`src/rtl/rr_arbiter_param_if.sv`:
```
// Request/grant bundle shared by the bus masters and the round-robin arbiter.
interface rr_arbiter_param_if #(
    parameter int N   = 4,
    parameter int IDW = 2
);
    logic [N-1:0]   req;
    logic [N-1:0]   lock;
    logic [N-1:0]   grant;
    logic           grant_valid;
    logic [IDW-1:0] grant_id;

    modport master (
        output req,
        output lock,
        input  grant,
        input  grant_valid,
        input  grant_id
    );

    modport slave (
        input  req,
        input  lock,
        output grant,
        output grant_valid,
        output grant_id
    );
endinterface

```
`src/rtl/rr_arbiter_param.sv`:
```
// N-way round-robin arbiter: registered one-hot grant plus encoded index,
// with an owner lock that can hold the grant for at most MAX_HOLD cycles.
module rr_arbiter_param #(
    parameter int N        = 4,
    parameter int IDW      = 2,
    parameter int MAX_HOLD = 4
) (
    input  logic                  clk,
    input  logic                  rst,
    rr_arbiter_param_if.slave     bus
);
    localparam int unsigned NU  = N;
    localparam int unsigned HCW = $clog2(MAX_HOLD) + 1;

    typedef enum logic {
        IDLE  = 1'b0,
        OWNED = 1'b1
    } state_t;

    state_t          state_q, state_d;
    logic [IDW-1:0]  ptr_q, ptr_d;
    logic [HCW-1:0]  hold_q, hold_d;
    logic [N-1:0]    grant_q, grant_d;
    logic [IDW-1:0]  id_q, id_d;
    logic            valid_q, valid_d;

    logic            keep;
    logic            found;
    logic [IDW-1:0]  hit;
    int unsigned     idx;

    // State register: ptr resets to N-1 so requester 0 is searched first.
    always_ff @(posedge clk) begin
        if (rst) begin
            state_q <= IDLE;
            ptr_q   <= IDW'(N - 1);
            hold_q  <= '0;
            grant_q <= '0;
            id_q    <= '0;
            valid_q <= 1'b0;
        end else begin
            state_q <= state_d;
            ptr_q   <= ptr_d;
            hold_q  <= hold_d;
            grant_q <= grant_d;
            id_q    <= id_d;
            valid_q <= valid_d;
        end
    end

    // Next state: keep a locked owner while its budget lasts, else rotate from ptr+1.
    always_comb begin
        state_d = state_q;
        ptr_d   = ptr_q;
        hold_d  = hold_q;
        grant_d = grant_q;
        id_d    = id_q;
        valid_d = valid_q;
        found   = 1'b0;
        hit     = '0;
        idx     = 0;

        for (int unsigned k = 1; k <= NU; k++) begin
            idx = 32'(ptr_q) + k;
            if (idx >= NU) idx = idx - NU;
            if (!found && bus.req[IDW'(idx)]) begin
                found = 1'b1;
                hit   = IDW'(idx);
            end
        end

        keep = (state_q == OWNED) && bus.req[ptr_q] && bus.lock[ptr_q] &&
               (hold_q < HCW'(MAX_HOLD - 1));

        if (keep) begin
            hold_d = hold_q + HCW'(1);
        end else if (found) begin
            state_d      = OWNED;
            ptr_d        = hit;
            hold_d       = '0;
            grant_d      = '0;
            grant_d[hit] = 1'b1;
            id_d         = hit;
            valid_d      = 1'b1;
        end else begin
            state_d = IDLE;
            hold_d  = '0;
            grant_d = '0;
            id_d    = '0;
            valid_d = 1'b0;
        end
    end

    assign bus.grant       = grant_q;
    assign bus.grant_valid = valid_q;
    assign bus.grant_id    = id_q;
endmodule

```
`src/flat_wrapper.sv`:
```
// flat-port wrapper written by rule: the top's interface ports become plain ports
module rr_arbiter_param_flat 
#(
    parameter int N        = 4,
    parameter int IDW      = 2,
    parameter int MAX_HOLD = 4
)
  (clk, rst, bus_req, bus_lock, bus_grant, bus_grant_valid, bus_grant_id);
  rr_arbiter_param_if #(.N(N), .IDW(IDW)) bus_i ();
  input  logic clk;
  input  logic rst;
  input wire logic [$bits(bus_i.req)-1:0] bus_req;
  input wire logic [$bits(bus_i.lock)-1:0] bus_lock;
  output wire logic [$bits(bus_i.grant)-1:0] bus_grant;
  output wire logic [$bits(bus_i.grant_valid)-1:0] bus_grant_valid;
  output wire logic [$bits(bus_i.grant_id)-1:0] bus_grant_id;
  assign bus_i.req = bus_req;
  assign bus_i.lock = bus_lock;
  assign bus_grant = bus_i.grant;
  assign bus_grant_valid = bus_i.grant_valid;
  assign bus_grant_id = bus_i.grant_id;
  rr_arbiter_param #(.N(N), .IDW(IDW), .MAX_HOLD(MAX_HOLD)) u_core (.clk(clk), .rst(rst), .bus(bus_i));
endmodule
```
`config.mk`:
```
export PLATFORM = sky130hd
export DESIGN_NAME = rr_arbiter_param_flat
export DESIGN_NICKNAME = d
export VERILOG_FILES = /design/src/rtl/rr_arbiter_param_if.sv /design/src/rtl/rr_arbiter_param.sv /design/src/flat_wrapper.sv
export SDC_FILE = /design/constraint.sdc
export NUM_CORES = 1
export LEC_CHECK = 0
export ABC_AREA = 1
export CAP_MARGIN = 20
export CORE_UTILIZATION = 44
export DETAILED_ROUTE_END_ITERATION = 10
export PLACE_DENSITY = 0.85
export SLEW_MARGIN = 20
export SYNTH_ARGS = -nofsm -noshare
export SYNTH_HDL_FRONTEND = slang
export SYNTH_SLANG_ARGS = --single-unit
export TNS_END_PERCENT = 20
```
`constraint.sdc`:
```
create_clock -name clk -period 1.45 [get_ports clk]
set_clock_uncertainty 0.1 [all_clocks]
set_input_delay 0.2175 -clock clk [delete_from_list [all_inputs] [get_ports clk]]
set_output_delay 0.2175 -clock clk [all_outputs]
set_load 0.005 [all_outputs]
```
## After elaboration in Yosys (flattened, before gate mapping)

Cells that the tools add are included.

- Output and inout bits: 7
- Word-level logic and storage cells: 68
- Register bits: 12
- Input bits: 10

- Bitwise gates (word level): 1
- Reductions and logical operators: 12
- Order comparisons: 12
- Add/sub/neg operators: 9
- Mux-type cells: 29

Operators with widths:

| kind | count |
|---|---|
| $lt 2x3->1 const B | 6 |
| $mux 2 | 9 |
| $bmux 1 s2 | 6 |
| $mux 1 | 12 |
| $ge 3x3->1 const B | 3 |
| $sub 2x1->2 const B | 4 |
| $logic_and 1x1->1 | 7 |
| $add 2x2->3 const B | 2 |
| $add 2x3->4 const B | 1 |
| $ge 4x3->1 const B | 1 |
| $mux 4 | 1 |
| $add 2x1->3 const B | 1 |
| $add 3x1->3 const B | 1 |
| $logic_not 1->1 | 3 |
| $lt 3x2->1 const B | 1 |
| $demux 1 s2 | 1 |
| $ge 2x1->1 const B | 1 |
| $reduce_and 2->1 | 1 |
| $reduce_or 2->1 | 1 |
| $not 1->1 | 1 |

## Logic depth before layout (Yosys ltp)

Gate-level depths: netlist (run 1).

- Word-level depth: 20
- Mapped depth: 14
- Depth with buffers taken out: 13

## Worst setup path before layout (run 1)

Ideal clock, no wire load.

- Path type: register -> register
- From: reg u_core.ptr_q[0]
- To: reg u_core.grant_q[0] (netlist: u_core.bus.grant[0])
- Period minus slack after synthesis: 1419 ps
- Slack: 31 ps
- Arrival time: 1205 ps
- Setup time: 113 ps
- Path buffers: 1
- Stages on the path, launching flop included: 15
- Data required time: 1237 ps
- Cell sequence: dfxtp_1 buf_6 inv_8 nand2_2 nand2_2 nand2_2 nand2_2 inv_1 nand2_1 nor2_1 nand2_1 nand2_2 inv_2 nand3_1 nand2_1

- Longest elaborated chain between the ends: 20
- Elaborated cells on any way between the ends: 51
- Classes of those cells: add/sub (8); order compare (6); mux (27); reduce/logical (10)

Ends and longest elaborated chain:

| item | RTL line | RTL |
|---|---|---|
| start, declared | rr_arbiter_param.sv:21 | `logic [IDW-1:0] ptr_q, ptr_d;` |
| start signal, assigned | rr_arbiter_param.sv:36 | `ptr_q <= IDW'(N - 1);` |
| start signal, assigned | rr_arbiter_param.sv:43 | `ptr_q <= ptr_d;` |
| $add 2x1->3 | rr_arbiter_param.sv:64 | `idx = 32'(ptr_q) + k;` |
| $ge 3x3->1 or $sub 2x1->2 (tied branches) | rr_arbiter_param.sv:65 | `if (idx >= NU) idx = idx - NU;` |
| $mux 2 | rr_arbiter_param.sv:65 |  |
| $bmux 1 s2 | rr_arbiter_param.sv:66 | `if (!found && bus.req[IDW'(idx)]) begin` |
| $mux 1 (not written as such) | rr_arbiter_param.sv:66 |  |
| $mux 1 | rr_arbiter_param.sv:66 |  |
| $logic_not 1->1 | rr_arbiter_param.sv:66 |  |
| $logic_and 1x1->1 | rr_arbiter_param.sv:66 |  |
| (+4 left out) | -- |  |
| $logic_not 1->1 | rr_arbiter_param.sv:66 |  |
| $logic_and 1x1->1 | rr_arbiter_param.sv:66 |  |
| $mux 2 | rr_arbiter_param.sv:66 |  |
| $lt 2x3->1 (not written as such) or $ge 2x1->1 (tied branches) | rr_arbiter_param.sv:82 | `grant_d[hit] = 1'b1;` |
| $logic_and 1x1->1 (not written as such) | rr_arbiter_param.sv:82 |  |
| $mux 1 (not written as such) | rr_arbiter_param.sv:82 |  |
| $demux 1 s2 | -- |  |
| $mux 4 | rr_arbiter_param.sv:77 | `end else if (found) begin` |
| end signal, assigned | rr_arbiter_param.sv:45 | `grant_q <= grant_d;` |
| end, declared | rr_arbiter_param.sv:23 | `logic [N-1:0] grant_q, grant_d;` |

Parallel ways exist; a longest one is shown, timed or not. The select of a mux whose other input is x is not followed.
A chain may end at the register's enable or synchronous reset.

## Worst setup path in the final report (run 1)

- From: reg u_core.ptr_q[0]
- To: reg u_core.grant_q[3] (netlist: u_core.bus.grant[3])

Same word-level chain as after synthesis.

==> reports/summary.txt, run 1 <==
P&R area growth vs syn: 49.3%
First-pass GRT wire length: 2860 µm
Ant diodes: 0
Period Utilization, post-route: 110%
Max rail drop VDD: 1.10 mV
Hold crit path type: flop to flop
Max-slew violation count: 0
Routed wire length: 1920 µm
Worst-skew pair later-pin latency: 0.27 ns
Footprint of the multi-input gates: 556 µm²
Setup Slack @ Placement: -0.371 ns
Clk slew on worst S/H paths: 0.07 ns
Worst-path maximum fanout: 5
Cell taking the most area after synthesis: dfxtp_1
Share of cells above drive strength 1: 45.1%
Worst Path Buf+Inv: 1
Critical Path, Cell by Cell: buf_12 -> nand2_1 -> nand2_2 -> nand2_1 -> nand2_2 -> nor2_4 -> nand4_1 -> nand2_2 -> nand2_4 -> nor2_4 -> nand2_1 -> nand2_1
EDFF count, synth: 0
Initial Util: 47.4%
PD cells: 2130 nW/µm²
Vias: 821
Ports: 17
Top-area cell type share of the netlist area: 29.0%
Die Width: 45.4 µm
Clock tree sinks: 12
Fin worst setup slack: -0.148 ns
Netlist Area Pre-Place: 827 µm²
Routability Congestion: 0.734
Placed Area: 1080 µm²
DR vias/cell: 4.86
Pre-Repair DR Iteration Count: 4
Drc violations: 0
Initial antenna violation count: 0
Num rows: 15
Total grt overflow: 0
CTS H-tree lvls: 1
Synthesized flop and latch total: 12
Top post-synthesis cells by count: nand2_1, nand2_2, dfxtp_1, nand3_1, nor2_1
Post-route cell area: 1230 µm²
All-Layer GR Usage: 18.9%
Die area: 2060 µm²
Count leader, synth: nand2_1
Failing checks: negative setup slack
Leading post-synthesis cells by cell area: dfxtp_1, nand2_1, nand2_2
Worst Path Required: 1.57 ns
Asr flop ratio synth: 0%
Endpoints failing hold: 0
Pin count of the biggest net entering global routing: 11
Gate Count Post-Synth: 113
Final period demand of the worst path: 1.60 ns
Mapped Nets: 124
Fill count: 137
Flip-flop and latch area: 246 µm²
Clock root buffer: clkbuf_4
Slowest CP cell: dfxtp_4
CTS buffer count: 3
Fin cells: 169
Worst Setup Start Kind: flop
Setup TNS: -1.10 ns
Core footprint: 1750 µm²
CTS tree: yes
Leakage: 0.657 nW
Critical path data arrival time: 1.72 ns
Crit-path leading delay family: simple AND/OR/NAND/NOR gates
Post-DP HPWL: 1390 µm
# placed instances: 162
Die Ht: 45.4 µm
Initial DRC count: 11
DRT antenna net count: 0
Avg WL per Cell: 11.4 µm
Nets: 156
Maximum clock path buffer count: 2
Kind of end point of the critical path: flop
Crit-path most repeated cell: nand2_1
Synth cell types: 22
Total of max-cap violations: 0
Ys flop type: dfxtp_1
Syn Area/Cell: 7.32 µm²
Largest stage delay on the critical path: 0.36 ns
PortBufs: 16
Achievable Freq: 626 MHz
# setup viols final: 12
WS Path Type: flop to flop
RSZ-0062 raised after global routing: true
Relative slew slack: 84.7%
Status: finished, violations left
Warnings from Yosys: 0
Vias in the first global route: 678
Worst-Margin Slew: 0.229 ns
Sequential cell area fraction in the yosys report: 29.0%
[cells in the final DEF, fill, tap and decap left out, types with 4 or more instances in the layout]
master	netlist	final
buf_4	0	10
clkdlybuf4s50_1	0	10
dfxtp_1	12	9
dlymetal6s2s_1	0	6
inv_1	6	5
inv_2	3	4
nand2_1	34	27
nand2_2	17	21
nand2_4	4	7
nand3_1	9	9
nor2_1	7	4
[flip-flops by register name, summed over array words and instances, names as in the netlist]
name / cells
u_core.bus.grant: 4
u_core.hold_q: 3
u_core.bus.grant_id: 2
u_core.ptr_q: 2
u_core.bus.grant_valid: 1
[layout make-up]
class                   count  share of cell area, %
inverters                  11                   4.76
clock buffers               4                   2.94
well taps                  25                   2.53
flip-flops and latches     12                   20.0
repair buffers             29                   24.8
multi-input cells          88                   45.0
[metrics by stage]
step,hold WS [ns],power (mW),utilization (%)
CTS,0.353,2.37,65.0
global placement,0.329,2.00,62.1
detailed placement,0.343,2.07,62.1
finish,0.353,2.63,70.8
floorplan,0.214,1.61,-
global route,0.366,2.83,70.8
[power breakdown]
group | internal, mW | total (mW) | switching, mW
combinational | 0.781 | 1.85 | 1.07
clock | 0.153 | 0.259 | 0.107
sequential | 0.440 | 0.518 | 0.0784
total | 1.37 | 2.63 | 1.25
[routing by layer]
metal  track usage [%]  vias to the layer above  wire [µm]
li1                  -                      422          -
met1              24.3                      385        867
met2              31.0                       12        995
met3              7.20                        2         49
met4              1.82                        0         10
met5                 0                        -          0
[repair_timing]
action	CTS	global route
buffers inserted	0	2
hold endpoints to repair	0	0
gates resized for setup	6	21
cloned	0	1
pin swaps	0	3
hold buffers	0	0
endpoints found under the setup margin	12	18
[worst paths after layout]
check                                           start                                  end  slack [ns]  cells after the start
hold reg to reg   u_core.bus.grant_id[0]$_SDFFE_PP0N_  u_core.bus.grant_id[0]$_SDFFE_PP0N_        0.35                      2
setup / recovery         u_core.ptr_q[0]$_SDFFE_PP1P_     u_core.bus.grant[3]$_SDFFE_PP0N_       -0.15                     12
hold / removal    u_core.bus.grant_id[0]$_SDFFE_PP0N_  u_core.bus.grant_id[0]$_SDFFE_PP0N_        0.35                      2
setup reg to reg         u_core.ptr_q[0]$_SDFFE_PP1P_     u_core.bus.grant[3]$_SDFFE_PP0N_       -0.15                     12
[worst reg2reg max path: stages (launching register included)]
cell	delay [ns]
dfxtp_4	0.36
buf_12	0.14
nand2_1	0.12
nand2_2	0.06
nand2_1	0.07
nand2_2	0.07
nor2_4	0.12
nand4_1	0.09
nand2_2	0.12
nand2_4	0.08
nor2_4	0.10
nand2_1	0.06
nand2_1	0.05
[kinds of logic after synthesis]
logic type	after synthesis	share of synthesized area [%]
adders and majority gates	1	1.51
DFF	12	29.0
and+or+nand+nor	81	54.8
AOI/OAI and AO/OA	5	4.39
buffers and inverters	13	9.23
xor gates and xnor gates	1	1.06
No activity file was read; power rests on OpenSTA's default activity.
==> inputs of run 2 (changes only) <==
REMOVE_ABC_BUFFERS = 1   (was unset)
==> reports/summary.txt, run 2 (synthesis gave the netlist of run 1 again) <==
Status: finished, violations left
Failing checks: negative setup slack
Drc violations: 0
Clock tree sinks: 12
Most common cell after layout, fill and taps aside: nand2_2
Achievable Freq: 591 MHz
Vias: 849
Routed wire length: 2090 µm
Power Total: 2.71 mW
Post-DP HPWL: 1260 µm
Relative slew slack: 85.5%
Core Util, Final: 71.4%
CTS tree: yes
Share of cells above drive strength 1: 46.9%
Worst Setup Start Kind: flop
Initial Util: 47.4%
Endpoints failing hold: 0
Slowest CP cell: dfxtp_4
Initial antenna violation count: 0
Max rail drop VDD: 1.01 mV
DRT antenna net count: 0
Nets: 156
Maximum clock path buffer count: 2
Kind of end point of the critical path: flop
Worst Path Buf+Inv: 2
WHS: 0.351 ns
WS Path Type: flop to flop
Worst-path maximum fanout: 6
PD cells: 2170 nW/µm²
CTS buffer count: 3
Clk slew on worst S/H paths: 0.07 ns
CTS H-tree lvls: 1
Critical path data arrival time: 1.81 ns
Commonest cells after routing, fill and taps aside: nand2_2, nand2_1, clkdlybuf4s50_1, dfxtp_1
Ant diodes: 0
Pre-Repair DR Iteration Count: 4
Avg WL per Cell: 12.4 µm
PortBufs: 16
Initial DRC count: 23
DR vias/cell: 5.05
Setup TNS: -1.63 ns
Hold crit path type: flop to flop
Fill count: 133
Period Utilization, post-route: 117%
Final period demand of the worst path: 1.69 ns
RR Startpoint: u_core.ptr_q[0]$_SDFFE_PP1P_
Die Width: 45.4 µm
Clock root buffer: clkbuf_4
Critical path startpoint: u_core.ptr_q[0]$_SDFFE_PP1P_
All-Layer GR Usage: 18.3%
Fin worst setup slack: -0.242 ns
Largest stage delay on the critical path: 0.38 ns
Total grt overflow: 0
# placed instances: 160
Leakage: 0.655 nW
First-pass GRT wire length: 2620 µm
Crit-path leading delay family: simple AND/OR/NAND/NOR gates
Die area: 2060 µm²
Min-delay src: u_core.hold_q[0]$_SDFF_PP0_
Worst Path Required: 1.56 ns
Die Ht: 45.4 µm
RSZ-0062 raised after global routing: true
Worst-skew pair later-pin latency: 0.28 ns
Vias in the first global route: 660
Crit-path most repeated cell: nand2_2
# setup viols final: 12
Worst-Margin Slew: 0.216 ns
Total of max-cap violations: 0
Num rows: 15
Max-slew violation count: 0
Critical Path, Cell by Cell: buf_12 -> inv_12 -> nand2_2 -> nand2_2 -> nand2_2 -> nand2_2 -> nor2_4 -> nand4_1 -> nand2_2 -> nand2_2 -> nor2_2 -> nand2_1 -> nand2_1
Fin cells: 168
Core footprint: 1750 µm²
Pin count of the biggest net entering global routing: 10
Routability Congestion: 0.800
Largest register FFs: 4
P&R area growth vs syn: 50.7%
Ports: 17
==> run 2: changes by cell type in the layout (fill, tap and decap cells not counted), sizes merged <==
cell / delta
dlymetal6s2s: -1
dlygate4sd2: +1
inv: +1
clkbuf: -1
buf: -1
==> run 2: cell type report <==
type / count / area [µm²] / share of cell area [%]
Inverter: 11 / 61.3 / 4.92
Timing Repair inverter: 1 / 8.76 / 0.703
Multi-Input combinational cell: 88 / 578 / 46.4
Clock buffer: 3 / 22.5 / 1.81
Tap cell: 25 / 31.3 / 2.51
Sequential cell: 12 / 245 / 19.7
Timing Repair Buffer: 28 / 299 / 24.0
==> run 2: worst paths after layout <==
path / depth (start not counted) / slack (ns) / end
worst min register to register: 1 / 0.35 / u_core.hold_q[0]$_SDFF_PP0_
worst max register to register: 13 / -0.24 / u_core.bus.grant[3]$_SDFFE_PP0N_
worst max-delay path: 13 / -0.24 / u_core.bus.grant[3]$_SDFFE_PP0N_
worst min-delay path: 1 / 0.35 / u_core.hold_q[0]$_SDFF_PP0_
==> run 2: what timing repair did <==
action / 4_1_cts / 5_1_grt
endpoints found under the setup margin: 13 / 18
hold buffers: 0 / 0
setup buffers: 1 / 2
pin swaps: 1 / 1
resized for setup: 6 / 27
gates cloned: 0 / 2
==> run 2: routing by layer <==
layer / share of wire [%] / track usage [%] / wire length, µm
met4: 1.2 / 9.09 / 25
met5: 0 / 0 / 0
met1: 43 / 21.3 / 895
met2: 50 / 29.9 / 1050
met3: 5.7 / 6.00 / 119
==> run 2: stage by stage <==
| step | worst slack [ns] | area (µm²) |
|---|---|---|
| final | -0.242 | 1250 |
| after global routing | -0.318 | 1250 |
| after CTS | -0.111 | 1110 |
| after detailed placement | -0.378 | 1070 |
| after global placement | -0.342 | 1070 |
| after floorplan | -0.148 | 805 |
==> run 2: where the power goes <==
part	total (mW)	leakage (nW)	switching, mW	internal, mW
combinational	1.99	0.542	1.18	0.814
clock	0.201	0.0138	0.105	0.0962
sequential	0.518	0.0987	0.0797	0.438
==> inputs of run 3 (changes only) <==
RECOVER_POWER = 25   (was unset)
==> reports/summary.txt, run 3 (synthesis gave the netlist of run 1 again) <==
Die area: 2060 µm²
Sw Pwr: 1.36 mW
Pin count of the biggest net entering global routing: 10
Largest register FFs: 4
PD cells: 2180 nW/µm²
Hold Crit Depth: 1
RSZ-0062 raised after global routing: true
Pre-Repair DR Iteration Count: 4
Clock root buffer: clkbuf_4
Die Width: 45.4 µm
Maximum clock path buffer count: 2
Avg WL per Cell: 12.4 µm
DR vias/cell: 5.03
Die Ht: 45.4 µm
Min-delay src: u_core.hold_q[0]$_SDFF_PP0_
Initial antenna violation count: 0
Total of max-cap violations: 0
# setup viols final: 12
Drc violations: 0
WHS: 0.351 ns
Period Utilization, post-route: 116%
Achievable Freq: 592 MHz
Initial DRC count: 23
Critical path data arrival time: 1.80 ns
Reg power frac: 19.2%
Leakage: 0.637 nW
Endpoints failing hold: 0
Flip-flop and latch area: 245 µm²
CTS tree: yes
Status: finished, violations left
Num rows: 15
Worst-Margin Slew: 0.216 ns
Commonest cells after routing, fill and taps aside: nand2_2, nand2_1, clkdlybuf4s50_1, dfxtp_1
Fin worst setup slack: -0.239 ns
Hold endpoint: u_core.hold_q[0]$_SDFF_PP0_
Kind of end point of the critical path: flop
Routed wire length: 2080 µm
Share of cells above drive strength 1: 46.9%
Internal: 1.35 mW
Max rail drop VDD: 1.01 mV
Worst-path maximum fanout: 6
Post-DP HPWL: 1260 µm
Final period demand of the worst path: 1.69 ns
All-Layer GR Usage: 18.3%
Initial Util: 47.4%
Logic pwr share: 73.4%
Core footprint: 1750 µm²
Ant diodes: 0
Relative slew slack: 85.5%
Total grt overflow: 0
CTS H-tree lvls: 1
Hold crit path type: flop to flop
Vias in the first global route: 660
DRT antenna net count: 0
Flop-to-flop setup slack: -0.24 ns
Most common cell after layout, fill and taps aside: nand2_2
Sw Ratio: 50.2%
P&R area growth vs syn: 50.4%
First-pass GRT wire length: 2620 µm
Setup TNS: -1.58 ns
Worst-skew pair later-pin latency: 0.28 ns
Worst Path Required: 1.56 ns
PortBufs: 16
CTS buffer count: 3
Failing checks: negative setup slack
WS Path Type: flop to flop
Clk slew on worst S/H paths: 0.07 ns
Max-slew violation count: 0
Footprint of the multi-input gates: 578 µm²
Vias: 845
Routability Congestion: 0.800
Power Total: 2.71 mW
Core Util, Final: 71.3%
Fill count: 134
Clock network power share: 7.4%
Worst Setup Start Kind: flop
Clock tree sinks: 12
Nets: 156
Ports: 17
Reg2reg end: u_core.bus.grant[3]$_SDFFE_PP0N_
Worst Reg-to-Reg Cells: 13
RR Startpoint: u_core.ptr_q[0]$_SDFFE_PP1P_
[run 3: cell types whose count changed in the layout (fill, tap and decap cells not counted)]
cell,delta
clkdlybuf4s25_1,+1
dlymetal6s2s_1,-1
[run 3: through the flow]
stage,worst slack [ns],instances,cell area [µm²]
floorplan,-0.148,111,805
global placement,-0.342,160,1070
detailed placement,-0.378,160,1070
CTS,-0.111,164,1110
global route,-0.318,168,1240
finish,-0.239,168,1240
[run 3: cell type report]
class	instances	share of cell area, %
timing repair inverter	1	0.704
multi-input combinational	88	46.5
tap	25	2.52
sequential	12	19.7
inverter	11	4.93
timing repair buffer	28	23.8
clock buffer	3	1.81
[run 3: timing repair]
action / in CTS / in global routing
buffers inserted: 1 / 2
hold buffers: 0 / 0
resized for setup: 6 / 27
endpoints found under the setup margin: 13 / 18
pin swaps: 1 / 1
gates cloned: 0 / 2
[run 3: power by group through the flow]
stage          combinational, mW  clock (mW)  sequential, mW
6_report                    1.99       0.201           0.519
5_1_grt                     2.14       0.222           0.528
3_3_place_gp                1.46           0           0.502
4_1_cts                     1.55       0.205           0.505
2_1_floorplan               1.01           0           0.542
3_5_place_dp                1.50           0           0.507
[run 3: metal layers]
metal,GRT usage (%),share of wire [%],wire length [µm]
met5,0,0,0
met4,9.09,1.2,25
met3,6.00,4.8,100
met2,29.9,50,1040
met1,21.3,44,908
[run 3: worst max-delay path: stages (launching register included)]
cell,delay (ns)
dfxtp_4,0.38
buf_12,0.14
inv_12,0.04
nand2_2,0.06
nand2_2,0.07
nand2_2,0.07
nand2_2,0.07
nor2_4,0.12
nand4_1,0.13
nand2_2,0.10
nand2_2,0.07
nor2_2,0.11
nand2_1,0.08
nand2_1,0.06
[run 3: worst max path at each step]
stage,startpoint,end
after floorplan,u_core.ptr_q[0]$_SDFFE_PP1P_,u_core.bus.grant[0]$_SDFFE_PP0N_
after global placement,bus_req[2],u_core.bus.grant[3]$_SDFFE_PP0N_
after detailed placement,bus_req[2],u_core.bus.grant[2]$_SDFFE_PP0N_
after CTS,u_core.ptr_q[0]$_SDFFE_PP1P_,u_core.bus.grant[2]$_SDFFE_PP0N_
after global routing,u_core.ptr_q[0]$_SDFFE_PP1P_,u_core.bus.grant[2]$_SDFFE_PP0N_
final,u_core.ptr_q[0]$_SDFFE_PP1P_,u_core.bus.grant[3]$_SDFFE_PP0N_
